`src/rtl/ffd_pipe_if.sv`:
```
// ffd_pipe_if: control, data and status bundle for the ffd_pipe delay line.
// The master drives the stream and control signals. The slave (the pipe) reports its contents and occupancy.
interface ffd_pipe_if #(
    parameter int WIDTH = 8,
    parameter int DEPTH = 4
);
    localparam int CW = $clog2(DEPTH + 1);
    logic             enable;
    logic             flush;
    logic [WIDTH-1:0] data_in;
    logic             valid_in;
    logic [WIDTH-1:0] data_out;
    logic             valid_out;
    logic [CW-1:0]    fill_count;
    logic             full;
    logic             empty;
    modport master (
        output enable, flush, data_in, valid_in,
        input  data_out, valid_out, fill_count, full, empty
    );
    modport slave (
        input  enable, flush, data_in, valid_in,
        output data_out, valid_out, fill_count, full, empty
    );
endinterface

```
`src/rtl/ffd_pipe.sv`:
```
// ffd_pipe: WIDTH x DEPTH register delay line with per-stage valid bits, stall, flush and occupancy.
// Every output is taken from a register or decoded from one, so no path runs from the inputs to the outputs.
module ffd_pipe #(
    parameter int               WIDTH       = 8,
    parameter int               DEPTH       = 4,
    parameter logic [WIDTH-1:0] RESET_VALUE = '0
) (
    input logic        i_clock,
    input logic        i_reset_n,
    ffd_pipe_if.slave  bus
);
    localparam int CW = $clog2(DEPTH + 1);
    logic [WIDTH-1:0] r_stage [DEPTH];
    logic [DEPTH-1:0] r_vld;
    logic [CW-1:0]    r_fill;
    logic             w_clear;
    logic [DEPTH-1:0] w_vld_next;
    logic [CW-1:0]    w_fill_next;
    assign w_clear     = !i_reset_n || bus.flush;
    // The shift-and-or form keeps DEPTH==1 free of negative part-selects.
    assign w_vld_next  = (r_vld << 1) | DEPTH'(bus.valid_in);
    assign w_fill_next = r_fill + CW'(bus.valid_in) - CW'(r_vld[DEPTH-1]);
    always_ff @(posedge i_clock) begin
        if (w_clear) begin
            for (int k = 0; k < DEPTH; k++) r_stage[k] <= RESET_VALUE;
            r_vld  <= '0;
            r_fill <= '0;
        end else if (bus.enable) begin
            r_stage[0] <= bus.data_in;
            for (int k = 1; k < DEPTH; k++) r_stage[k] <= r_stage[k-1];
            r_vld  <= w_vld_next;
            r_fill <= w_fill_next;
        end
    end
    assign bus.data_out   = r_stage[DEPTH-1];
    assign bus.valid_out  = r_vld[DEPTH-1];
    assign bus.fill_count = r_fill;
    assign bus.full       = r_fill == CW'(DEPTH);
    assign bus.empty      = r_fill == '0;
endmodule

```
`src/flat_wrapper.sv`:
```
// flat-port wrapper written by rule: the top's interface ports become plain ports
module ffd_pipe_flat 
#(
    parameter int               WIDTH       = 8,
    parameter int               DEPTH       = 4,
    parameter logic [WIDTH-1:0] RESET_VALUE = '0
)
  (i_clock, i_reset_n, bus_enable, bus_flush, bus_data_in, bus_valid_in, bus_data_out, bus_valid_out, bus_fill_count, bus_full, bus_empty);
  ffd_pipe_if #(.WIDTH(WIDTH), .DEPTH(DEPTH)) bus_i ();
  input logic i_clock;
  input logic i_reset_n;
  input wire logic [$bits(bus_i.enable)-1:0] bus_enable;
  input wire logic [$bits(bus_i.flush)-1:0] bus_flush;
  input wire logic [$bits(bus_i.data_in)-1:0] bus_data_in;
  input wire logic [$bits(bus_i.valid_in)-1:0] bus_valid_in;
  output wire logic [$bits(bus_i.data_out)-1:0] bus_data_out;
  output wire logic [$bits(bus_i.valid_out)-1:0] bus_valid_out;
  output wire logic [$bits(bus_i.fill_count)-1:0] bus_fill_count;
  output wire logic [$bits(bus_i.full)-1:0] bus_full;
  output wire logic [$bits(bus_i.empty)-1:0] bus_empty;
  assign bus_i.enable = bus_enable;
  assign bus_i.flush = bus_flush;
  assign bus_i.data_in = bus_data_in;
  assign bus_i.valid_in = bus_valid_in;
  assign bus_data_out = bus_i.data_out;
  assign bus_valid_out = bus_i.valid_out;
  assign bus_fill_count = bus_i.fill_count;
  assign bus_full = bus_i.full;
  assign bus_empty = bus_i.empty;
  ffd_pipe #(.WIDTH(WIDTH), .DEPTH(DEPTH), .RESET_VALUE(RESET_VALUE)) u_core (.i_clock(i_clock), .i_reset_n(i_reset_n), .bus(bus_i));
endmodule
```
`config.mk`:
```
export PLATFORM = sky130hd
export DESIGN_NAME = ffd_pipe_flat
export DESIGN_NICKNAME = d
export VERILOG_FILES = /design/src/rtl/ffd_pipe_if.sv /design/src/rtl/ffd_pipe.sv /design/src/flat_wrapper.sv
export SDC_FILE = /design/constraint.sdc
export NUM_CORES = 1
export LEC_CHECK = 0
export BUFFER_PORTS_ARGS = -buffer_cell sky130_fd_sc_hd__buf_4
export CAP_MARGIN = 10
export CORE_MARGIN = 2
export CORE_UTILIZATION = 34
export CTS_BUF_LIST = sky130_fd_sc_hd__clkbuf_4 sky130_fd_sc_hd__clkbuf_8 sky130_fd_sc_hd__clkbuf_16
export DETAILED_ROUTE_END_ITERATION = 6
export PLACE_DENSITY_LB_ADDON = 0.1
export RECOVER_POWER = 25
export SKIP_CTS_REPAIR_TIMING = 1
export SYNTH_ARGS = -nofsm -noshare
export SYNTH_HDL_FRONTEND = slang
export SYNTH_SLANG_ARGS = --single-unit
```
`constraint.sdc`:
```
create_clock -name i_clock -period 2.85 [get_ports i_clock]
set_clock_uncertainty 0.1 [all_clocks]
set_input_delay 0.1425 -clock i_clock [delete_from_list [all_inputs] [get_ports i_clock]]
set_output_delay 0.1425 -clock i_clock [all_outputs]
set_load 0.01 [all_outputs]
```
==> qor.csv <==
stage;metric;value;unit
status;status;finished with violations;
status;violations;max-capacitance violations, max-slew violations;
setup_path;cp.arrival;2230;ps
synth;synthAdderAreaFrac;2.90;%
global_route;grt_use_total;8.33;%
synth;yosys-mux-area-fraction;3.86;%
pwr;p_per_area;572;nW/µm²
setup_path;cpMaxStageDelayCell;or4_1;
timing;fin_crit;2110;ps
detailed_routing;dr.pass1.iters;4;
layout;stdcell_count;188;
placed_design;gp_congestion;0.685;
synth;syn-num-nets;122;
detailed_routing;drt-initial-drc-count;59;
clock_network;clkTransAtPathRegs;70;ps
detailed_routing;routedWlPerCell;10.3;µm
synth;synthSimpleGateAreaFrac;17.9;%
flow_run;drv_cap;1;
pwr;leakage;0.774;nW
synth;yosysTopAreaCell;edfxtp_1;
placed_design;dp_hpwl;1190;µm
floorplan;chipWidth;71.6;µm
setup_path;r2r-start;u_core.bus.fill_count[0];
setup_path;r2r_cells;8;
synth;avgSynthCellArea;14.7;µm²
pwr;ir_worst_vdd;0.239;mV
global_route;grt_pass1_wl;3120;µm
detailed_routing;wl;1930;µm
setup_path;max_stage_delay;390;ps
detailed_routing;drcViolationCount;0;
global_route;grt_max_degree;33;
clock_network;htree_levels;2;
setup_path;cp_data_required_time;2970;ps
clock_network;cts_inserted_buffers;5;
floorplan;die_area;5130;µm²
clock_network;cts-root-buf;clkbuf_8;
timing;hold_viol;0;
setup_path;worstSetupEndpointType;flip-flop;
clock_network;clkSinkCount;39;
setup_path;reg2reg_to;u_core.bus.fill_count[2];
synth;synth_edf_count;32;
synth;synthDistinctLibCells;20;
synth;synth_warnings;0;
layout;nNetsFinal;151;
synth;yosysSeqAreaShare;70.8;%
detailed_routing;dr_total_vias;800;
synth;synth-xor-area-share;0.563;%
clock_network;clock_latency;290;ps
global_route;grt_overflow;0;
layout;antennaDiodeCount;0;
synth;yosys-top-cells-count;32 x and2_1, 32 x edfxtp_1, 7 x dfxtp_1, 7 x nor2_1, 6 x mux2i_1;
setup_path;crit_path_start;u_core.bus.fill_count[0];
layout;drive_gt1_share;22.1;%
setup_path;ff2ff_setup_slack;740;ps
synth;synth.area.top_cells;edfxtp_1 62%, and2_1 13%, dfxtp_1 9.0%;
placed_design;portBuffers;26;
synth;synth_top_family_by_area;simple AND/OR/NAND/NOR gates;
timing;maxSlewViolCount;33;
hold_path;min_path_type;primary input to flip-flop;
synth;synthCells;106;
global_route;grt_pass1_vias;732;
timing;clock.fmax;474;MHz
clock_network;tritoncts;built;
setup_path;crit_type;flip-flop to flip-flop;
timing;grt_setup_unrepaired;no;
timing;worstMarginPinSlew;1640;ps
floorplan;die_h;71.6;µm
synth;syn_area;1560;µm²
hold_path;holdPathStages;3;
detailed_routing;via_per_inst;4.26;
setup_path;worst-path-max-fanout;4;
hold_path;worst_hold_path.endpoint;u_core.r_vld[0];
layout;area_growth;18.3;%
floorplan;start_util;35.5;%
setup_path;worstPathCellList;inv_1 > ha_1 > inv_1 > ha_1 > fa_1 > xor2_1 > or4_1 > o21ai_1;
clock_network;clk_path_buf_depth;2;
synth;synth_compound_area_share;0.322;%
setup_path;worstSetupStartpointType;flip-flop;
timing;fin_hold_ws;16.7;ps
timing;maxSlewHeadroom;-9.38;%
timing;setup_viol;0;
placed_design;placedCellCount;180;
floorplan;io_pins;27;
synth;ys_ff_latch;39;
timing;tns;0;ps
floorplan;core;4380;µm²
floorplan;rows;24;
synth;async_reset_ff_share;0;%
hold_path;holdCritStartpoint;bus_valid_in;
global_route;grt_antenna_before_repair;0;
detailed_routing;final_antenna_net_count;0;
synth;synth_top_area_share;61.8;%
synth;ys.flop_type;edfxtp_1;
timing;finalCritPeriodShare;74.1;%
pwr;power.total;1.05;mW
==> registers in the layout, indices dropped and copies added, names as in the netlist <==
register / count
u_core.r_vld: 4
u_core.bus.fill_count: 3
u_core.r_stage: 32
==> power by group <==
part | leakage, nW | internal, mW | switching (mW)
Sequential | 0.428 | 0.638 | 0.00482
Clock | 0.0446 | 0.180 | 0.180
Combinational | 0.301 | 0.0240 | 0.0255
==> stage by stage <==
step,setup WS [ps],instance area [µm²],utilization [%]
finish,739,1840,42.0
global route,532,1840,42.0
CTS,720,1870,42.8
detailed placement,742,1790,40.7
global placement,810,1790,40.7
floorplan,783,1560,-
==> layout make-up <==
cell class | count | area, µm²
clock buffer | 6 | 76.3
clock inverter | 2 | 12.5
fill | 436 | 2540
inverter | 5 | 18.8
multi-input combinational | 57 | 390
sequential | 39 | 1100
tap | 52 | 65.1
timing repair buffer | 27 | 176
==> per-layer routing <==
metal / share of wire [%] / vias to the layer above / global-route usage [%]
met1: 44 / 356 / 8.80
li1: - / 414 / -
met5: 0 / - / 0
met4: 3.3 / 0 / 6.92
met2: 46 / 24 / 13.0
met3: 6.5 / 6 / 3.38
==> worst max-delay path, delay by kind of cell (launching register included) <==
kind | cells | cell delay [ps]
AOI/OAI and AO/OA | 1 | 80
xor gates and xnor gates | 1 | 160
adders and majority gates | 3 | 840
buffers and inverters | 2 | 110
DFF | 1 | 370
and+or+nand+nor | 1 | 390
==> kinds of logic after synthesis <==
logic type	after synthesis
flip-flops	39
XOR/XNOR	1
multiplexers	6
AO/OA/AOI/OAI	1
AND/OR/NAND/NOR	46
buffers and inverters	10
adder cells (fa/ha/maj)	3
==> worst max path at each step <==
stage,endpoint,cells past startpoint
finish,u_core.bus.fill_count[2],8
global route,u_core.r_stage[2][3],4
CTS,u_core.bus.fill_count[2],8
detailed placement,u_core.bus.fill_count[2],8
global placement,u_core.bus.fill_count[2],8
floorplan,u_core.bus.fill_count[2],8
==> cell usage in the layout, fill, tap and decap left out, types with 2 or more instances in the layout <==
cell type | Yosys | layout
nor2_1 | 7 | 7
clkbuf_4 | 0 | 2
ha_1 | 2 | 2
nand2b_1 | 1 | 2
edfxtp_1 | 32 | 32
mux2i_1 | 6 | 6
buf_4 | 0 | 19
inv_1 | 4 | 4
and2_1 | 32 | 32
clkbuf_1 | 0 | 7
dfxtp_1 | 7 | 7
clkbuf_8 | 0 | 5
Note: power is estimated with default switching activity, not from simulation.
